**src/rtl/telem_pkg.sv**
```systemverilog
// Shared constants, state encoding and packet byte selection for the telemetry scheduler.
package telem_pkg;

    localparam logic [7:0] HDR0        = 8'hAA;
    localparam logic [7:0] HDR1        = 8'h55;
    localparam int         PKT_LEN     = 8;
    localparam int         FAST_PERIOD = 4096;

    typedef enum logic [1:0] {
        IDLE,
        SEND,
        WAIT
    } state_t;

    typedef struct packed {
        logic [11:0] batt;
        logic [11:0] curr;
        logic [11:0] torque;
    } snap_t;

    // Readings go out high nibble first, zero-extended to a full byte.
    function automatic logic [7:0] pkt_byte(input snap_t s, input logic [2:0] idx);
        logic [7:0] b;
        case (idx)
            3'd0:    b = HDR0;
            3'd1:    b = HDR1;
            3'd2:    b = {4'h0, s.batt[11:8]};
            3'd3:    b = s.batt[7:0];
            3'd4:    b = {4'h0, s.curr[11:8]};
            3'd5:    b = s.curr[7:0];
            3'd6:    b = {4'h0, s.torque[11:8]};
            default: b = s.torque[7:0];
        endcase
        return b;
    endfunction

endpackage

```
**src/rtl/telem_timer.sv**
```systemverilog
// Free-running packet-interval counter; pulses tick on the last count of each period.
module telem_timer
    import telem_pkg::*;
#(
    parameter int PERIOD   = 1048576,
    parameter bit FAST_SIM = 1'b1
) (
    input  logic clk,
    input  logic rst_n,
    input  logic en,
    output logic tick
);

    localparam int         P    = FAST_SIM ? FAST_PERIOD : PERIOD;
    localparam logic [19:0] LAST = 20'(P - 1);

    logic [19:0] count;

    always_ff @(posedge clk) begin
        if (!rst_n)
            count <= '0;
        else if (!en || count == LAST)
            count <= '0;
        else
            count <= count + 20'd1;
    end

    assign tick = en && (count == LAST);

endmodule

```
**src/rtl/telemetry_sched.sv**
```systemverilog
// Snapshots battery/current/torque on each period tick and feeds the 8-byte packet to UART_tx.
//   state | meaning
//   IDLE  | no packet in flight, waiting for a period tick
//   SEND  | strobe trmt with byte[idx] on the next cycle
//   WAIT  | byte handed to UART_tx, waiting for tx_done
module telemetry_sched
    import telem_pkg::*;
#(
    parameter int PERIOD   = 1048576,
    parameter bit FAST_SIM = 1'b1
) (
    input  logic        clk,
    input  logic        rst_n,
    input  logic        en,
    input  logic [11:0] batt,
    input  logic [11:0] curr,
    input  logic [11:0] torque,
    input  logic        tx_done,
    input  logic        clr_ovr,
    output logic        trmt,
    output logic [7:0]  tx_data,
    output logic        busy,
    output logic        pkt_done,
    output logic        ovr
);

    localparam logic [2:0] LAST_IDX = 3'(PKT_LEN - 1);

    logic tick;

    state_t     state, state_nx;
    logic [2:0] idx, idx_nx;
    snap_t      snap, snap_nx;
    logic       trmt_nx, busy_nx, pkt_done_nx, ovr_nx;
    logic [7:0] tx_data_nx;

    telem_timer #(
        .PERIOD   (PERIOD),
        .FAST_SIM (FAST_SIM)
    ) u_timer (
        .clk   (clk),
        .rst_n (rst_n),
        .en    (en),
        .tick  (tick)
    );

    always_ff @(posedge clk) begin
        if (!rst_n) begin
            state    <= IDLE;
            idx      <= '0;
            snap     <= '0;
            trmt     <= 1'b0;
            tx_data  <= '0;
            busy     <= 1'b0;
            pkt_done <= 1'b0;
            ovr      <= 1'b0;
        end else begin
            state    <= state_nx;
            idx      <= idx_nx;
            snap     <= snap_nx;
            trmt     <= trmt_nx;
            tx_data  <= tx_data_nx;
            busy     <= busy_nx;
            pkt_done <= pkt_done_nx;
            ovr      <= ovr_nx;
        end
    end

    always_comb begin
        state_nx    = state;
        idx_nx      = idx;
        snap_nx     = snap;
        trmt_nx     = 1'b0;
        tx_data_nx  = tx_data;
        busy_nx     = busy;
        pkt_done_nx = 1'b0;

        case (state)
            IDLE: begin
                if (tick) begin
                    snap_nx    = '{batt: batt, curr: curr, torque: torque};
                    idx_nx     = '0;
                    busy_nx    = 1'b1;
                    trmt_nx    = 1'b1;
                    tx_data_nx = HDR0;
                    state_nx   = WAIT;
                end
            end
            SEND: begin
                trmt_nx    = 1'b1;
                tx_data_nx = pkt_byte(snap, idx);
                state_nx   = WAIT;
            end
            WAIT: begin
                if (tx_done) begin
                    if (idx != LAST_IDX) begin
                        idx_nx   = idx + 3'd1;
                        state_nx = SEND;
                    end else begin
                        busy_nx     = 1'b0;
                        pkt_done_nx = 1'b1;
                        state_nx    = IDLE;
                    end
                end
            end
            default: state_nx = IDLE;
        endcase

        // A tick landing mid-packet is dropped, not queued; the set beats a simultaneous clear.
        ovr_nx = ovr;
        if (clr_ovr)
            ovr_nx = 1'b0;
        if (tick && state != IDLE)
            ovr_nx = 1'b1;
    end

endmodule
```
**config.mk**
```make
export PLATFORM = sky130hd
export DESIGN_NAME = telemetry_sched
export DESIGN_NICKNAME = d
export VERILOG_FILES = /design/src/rtl/telem_pkg.sv /design/src/rtl/telem_timer.sv /design/src/rtl/telemetry_sched.sv
export SDC_FILE = /design/constraint.sdc
export NUM_CORES = 1
export LEC_CHECK = 0
export BUFFER_PORTS_ARGS = -buffer_cell sky130_fd_sc_hd__clkbuf_2
export CAP_MARGIN = 0
export CORE_UTILIZATION = 56
export CTS_CLUSTER_DIAMETER = 30
export CTS_CLUSTER_SIZE = 40
export DETAILED_ROUTE_END_ITERATION = 10
export PLACE_DENSITY = 0.79
export SKIP_CTS_REPAIR_TIMING = 1
export SLEW_MARGIN = 20
export SYNTH_ARGS = -nofsm -noshare
export SYNTH_HDL_FRONTEND = slang
export SYNTH_SLANG_ARGS = --single-unit
```
**constraint.sdc**
```tcl
create_clock -name clk -period 2.9 [get_ports clk]
set_clock_uncertainty 0.15 [all_clocks]
set_input_delay 0.145 -clock clk [delete_from_list [all_inputs] [get_ports clk]]
set_output_delay 0.145 -clock clk [all_outputs]
set_load 0.01 [all_outputs]
```
### Word level (Yosys, flattened, before mapping)

Cells that the tools add are included.

| storage, ports and cells | value |
|---|---|
| flip-flop bits (word level) | 73 |
| bits of input ports | 41 |
| output and inout port bits | 12 |
| logic and storage cells | 65 |

| operators by class | value |
|---|---|
| add/subtract/negate cells | 2 |
| eq/ne operators | 14 |
| multiplexer cells | 20 |
| bitwise gates (word level) | 1 |
| reduce and logical (&&, ||, !) cells | 17 |

Operator list:

| operator | count |
|---|---|
| case mux 8 bit (7 select lines) | 1 |
| adder 20 x 1 -> 20 bit, second input constant | 1 |
| equality test 20 x 12 -> 1 bit, second input constant | 1 |
| case mux 8 bit (2 select lines) | 1 |
| equality test 3 bit, second input constant | 3 |
| 2-to-1 mux 3 bit | 3 |
| 2-to-1 mux 1 bit | 8 |
| 2-to-1 mux 8 bit | 1 |
| != test 2 bit, second input constant | 4 |
| AND reduction 4 bit | 2 |
| nonzero test 2 bit | 4 |
| equality test 3 x 2 -> 1 bit, second input constant | 2 |
| case mux 2 bit (3 select lines) | 1 |
| case mux 3 bit (2 select lines) | 1 |
| AND reduction 2 bit | 3 |
| 2-to-1 mux 2 bit | 2 |
| case mux 1 bit (2 select lines) | 2 |
| adder 3 x 1 -> 3 bit, second input constant | 1 |
| equality test 3 x 1 -> 1 bit, second input constant | 1 |
| logical NOT 3 bit | 1 |
| != test 3 bit, second input constant | 1 |
| AND reduction 3 bit | 1 |
| equality test 2 x 1 -> 1 bit, second input constant | 1 |
| equality test 2 bit, second input constant | 1 |
| 6 further kinds | 7 |

### Logic depth before layout (Yosys ltp)

| logic depth | value |
|---|---|
| depth after elaboration | 4 |
| mapped depth | 8 |
| mapped depth without buffers | 6 |

### Cells and area by module

Synthesis repeated with hierarchy kept, for this count alone.

| unflattened totals | value |
|---|---|
| cell total of the unflattened synthesis | 383 |
| area, all modules | 3136.8 um^2 |

Modules (own cells, without submodules):

| module | instances | cells an instance | area an instance (um^2) | seq. area each (um^2) |
|---|---|---|---|---|
| telemetry_sched | 1 | 275 | 2234.6 | 1061.0 |
| telem_timer | 1 | 108 | 902.1 | 400.4 |

### Least setup slack after synthesis

OpenSTA, ideal clock, no wires.

| timing | value |
|---|---|
| kind | flip-flop to flip-flop |
| from | register u_timer.count[0] |
| to | register snap[10] in the netlist's numbering |
| setup time | 72 ps |
| data arrival time | 1983 ps |
| data required time | 2678 ps |
| setup slack | 696 ps |
| cell stages (with the launch flop) | 9 |
| buffers on the path | 3 |
| clock period less this slack | 2204 ps |
| cell sequence | dfxtp_1 ha_1 nand2_1 or4_4 buf_6 nor3_4 buf_6 buf_12 mux2i_1 |

| between the ends | value |
|---|---|
| cells in the longest elaborated chain, start to end | 3 |

Ends and longest elaborated chain:

| item | line | text |
|---|---|---|
| start, declared | telem_timer.sv:17 | `logic [19:0] count;` |
| start signal, assigned | telem_timer.sv:25 | `count <= count + 20'd1;` |
| equality test 20 x 12 -> 1 bit | telem_timer.sv:28 | `assign tick = en && (count == LAST);` |
| logical AND 1 bit | telem_timer.sv:28 |  |
| AND reduction 2 bit (no line) | - |  |
| end signal, assigned | telemetry_sched.sv:60 | `snap <= snap_nx;` |
| end, declared | telemetry_sched.sv:33 | `snap_t snap, snap_nx;` |

No other way between the ends.
A chain may end at the register's enable or synchronous reset.

### Worst setup path in the final report

| timing | value |
|---|---|
| from | register u_timer.count[0] |
| to | register snap[19] in the netlist's numbering |

The elaborated chain is that of the path after synthesis.

==> metrics list <==
* Result of the run: finished clean
- Post-synthesis sequential element count: 73
- Parity-gate share of the synthesized area counting xor and xnor cells: roughly 3.1%
* Number of buffers added by the clock tree synthesis step: 9
- Area of the mapped netlist: approximately 3400 sq um
- Share of synthesized registers carrying an async set or reset: 0%
- Maximum level of the CTS H-tree: 3
* Crit path largest cell delay: around 0.62 ns
* TritonCTS clock tree: done
* Highest clock frequency the design can meet: about 0.4 GHz
* Type of destination of the critical path: register
- After detailed placement, the total cell area comes to around 3700 sq um.
- In this run the horizontal extent of the chip is roughly 80 microns.
- Number of nets at the end of the flow: between 500 and 600
- Part of the Yosys area used for sequential elements: between 40% and 50%
- Cell area power density: between 400 and 500 nW/um^2
* Min-Delay Path Class: in -> reg
- Number of enable flip-flop cells after synthesis: 0
- Final setup violation count: 0
* Shortest clock period the worst path allows after layout: about 2.5 ns
- Clock tree synthesis selected as its root buffer the cell clkbuf_8.
* Largest area contributor in the synthesized netlist: dfxtp_1
- Number of nets with antenna violations after detailed routing: 0
- Of the cells placed in the final design, the portion with a size suffix greater than 1 is 17.57%.
* Setup repair after global routing missed its margin: false
- DRT Pass-1 Iters: 4
- Actual transition at the worst max-transition pin: around 0.73 ns
* Simple-gate share of the synthesized area: about a quarter
- The region available for standard cell placement spans 5921 sq um.
* Number of antenna violations at the first check in global routing: 0
- Total of warnings raised by yosys: 0
* Diodes inserted: 0
* Critical Path RT: 3.02 ns
- Across the whole layout, storage elements account for approximately 1500 sq um.
- Ports: between 50 and 60
* Dominant register cell in the synthesized netlist: dfxtp_1
- Largest family of logic cells by synthesized area: simple AND/OR/NAND/NOR gates
- When the netlist entered floorplanning its net count stood at ~440.
* Area grow syn2layout: 24.62%
- In this run the vertical extent of the chip is about 80 microns.
- Total Die Area: around 6400 sq um
- In the final routed layout, each cell accounts on average for approximately 15 microns.
* Number of hold violations in the final report: 0
* Setup CP Type: reg -> reg
- For this block, the initial DRC count from the detailed router was around 250.
- Data arrives at the worst endpoint at between 2 and 3 ns.
* Most area-consuming cells after synthesis: dfxtp_1 43%, mux2i_1 11%, nand2_1 9.5%
- Global-route wire length before repair: 12130 microns
- Via Count: approximately 3000
- During placement, the flow inserted port buffers numbering between 50 and 60.
* Total Routing Usage GR: between 20 and 25%
- Once detailed placement completed, the half-perimeter wirelength came to ~5200 microns.
* Placer Congestion: 0.8290
* Fraction of the mapped netlist area in adder cells: under 10%
- Chain of cells forming the critical path: ha_1 > nand2_1 > or4_4 > nor3_4 > buf_4 > mux2i_1
- After detailed routing, the number of remaining DRC violations is 0.
- Clock buffer depth: 2
* Global-route congestion overflow total: 0
- Headroom to the max-slew limit came out at 50.78%.
* Leakage power of the design: 1.626 nW
- Syn avg cell area: between 8 and 9 sq um
- Setup tns final: 0 ns
- The clock reaches the later pin of the worst-skew pair after around 0.35 ns.
- Of the available clock period, the critical path in the final layout requires 87.35%.
* Clock-pin slew reported for the worst setup and hold paths after clock tree synthesis: approximately 0.07 ns
- Synthesized-area fraction occupied by ao, oa, aoi and oai cells: ~11%
* Overall routed net length: 8157 microns
- Number of fill cells in the layout: roughly 440
- Gate Count Post-Synth: just under 400
* Share of the synthesized area in the top cell type: a little over two fifths
- CTS sink cnt: between 70 and 80
- Starting density of the core: between 50% and 60%
* Max-cap violations: 0
* Worst Setup Start Kind: register
- Largest net degree at the start of global routing: 52
- Cell at the slowest stage of the critical path: or4_4
- The multi-input combinational cells in the finished layout cover a total of between 1500 and 2000 sq um.
- With fillers left out, the area of the finished cells amounts to roughly 4300 sq um.
- Multiplexer fraction of the synthesized cell area: 11.45%
- The max-slew violation count came to 0.
- Worst supply voltage drop on vdd: approximately 340 uV
- Via count of the first global-routing pass: 2701
- Along the worst path, the maximum fanout reaches 25.
- FP Rows: 28
* Detailed-route vias per instance: about 5.5
- In this run, distinct cell masters in the synthesized netlist total between 50 and 60.
worst paths after layout:
path                    start           endpoint  slack (ns)  cells past startpoint
max          u_timer.count[0]           snap[19]        0.37                      6
min                        en  u_timer.count[18]       0.004                      3
max reg2reg  u_timer.count[0]           snap[19]        0.37                      6
min reg2reg          snap[35]           snap[35]        0.31                      2
synth_stat cells, drive strengths merged (6+ instances only):
cell type  count
nor2          23
nor3          10
dfxtp         73
buf            7
mux2i         37
nand4          6
ha             7
nand2         87
inv            9
a21oi         12
nor4           8
o21ai          9
clkbuf        19
nand3         16
xnor2         10
metrics by stage:
step / worst slack (ns) / hold slack [ns] / utilization (%) / cells / total power [mW]
after floorplan: 0.6958 / 0.1371 / - / 391 / 1.066
after global placement: 0.5447 / 0.2263 / 62.07 / 499 / 1.101
after detailed placement: 0.4442 / 0.2330 / 62.07 / 499 / 1.103
after CTS: 0.4152 / -0.1413 / 65.79 / 515 / 1.968
after global routing: 0.1787 / 0.05380 / 72.21 / 553 / 2.056
final: 0.3668 / 0.003982 / 72.21 / 553 / 1.998
cells by family (layout without fill, tap and decap cells):
group | count (synthesis) | in the layout
buffers and inverters | 35 | 122
muxes | 39 | 39
DFF | 73 | 73
xor gates and xnor gates | 12 | 12
and+or+nand+nor | 170 | 170
AOI/OAI and AO/OA | 55 | 55
adders and majority gates | 7 | 7
critical path, delay by kind of cell (launching register included):
family        cells  cell delay [ns]
buf+inv           1             0.40
fa+ha+maj         1             0.25
simple gates      3             0.96
flops             1             0.41
mux               1             0.27
routing by layer:
metal / part of all wire [%] / track usage (%)
met5: 0 / 0
met4: 2.5 / 8.929
met3: 4.3 / 7.159
met1: 43 / 29.26
met2: 50 / 42.65
registers in the layout, summed over array words and instances, names as in the netlist:
signal         flops
trmt               1
pkt_done           1
idx                3
snap              36
ovr                1
tx_data            8
state              2
busy               1
u_timer.count     20
power by group:
part | internal, mW | switching, mW
clock network | 0.506 | 0.369
registers | 1.00 | 0.00170
logic | 0.0641 | 0.0538
total | 1.57 | 0.425
cells in the final DEF (no fill, tap or decap), types with 8 or more instances in the layout:
master	instances
clkbuf_8	10
mux2i_1	37
nand3_1	16
nor3_1	8
xnor2_1	10
a21oi_1	12
clkbuf_2	52
o21ai_0	8
nor2_1	23
dlygate4sd3_1	38
dfxtp_1	73
nor4_1	8
nand2_1	87
inv_1	9
layout make-up:
class / instances / share of cell area (%)
Multi-Input combinational cell: 283 / 41.47
Sequential cell: 73 / 34.18
Timing Repair Buffer: 97 / 16.21
Clock buffer: 11 / 3.307
Tap cell: 75 / 2.195
Clock inverter: 5 / 1.844
Inverter: 9 / 0.7902
Power figures use the tool's default switching activity.
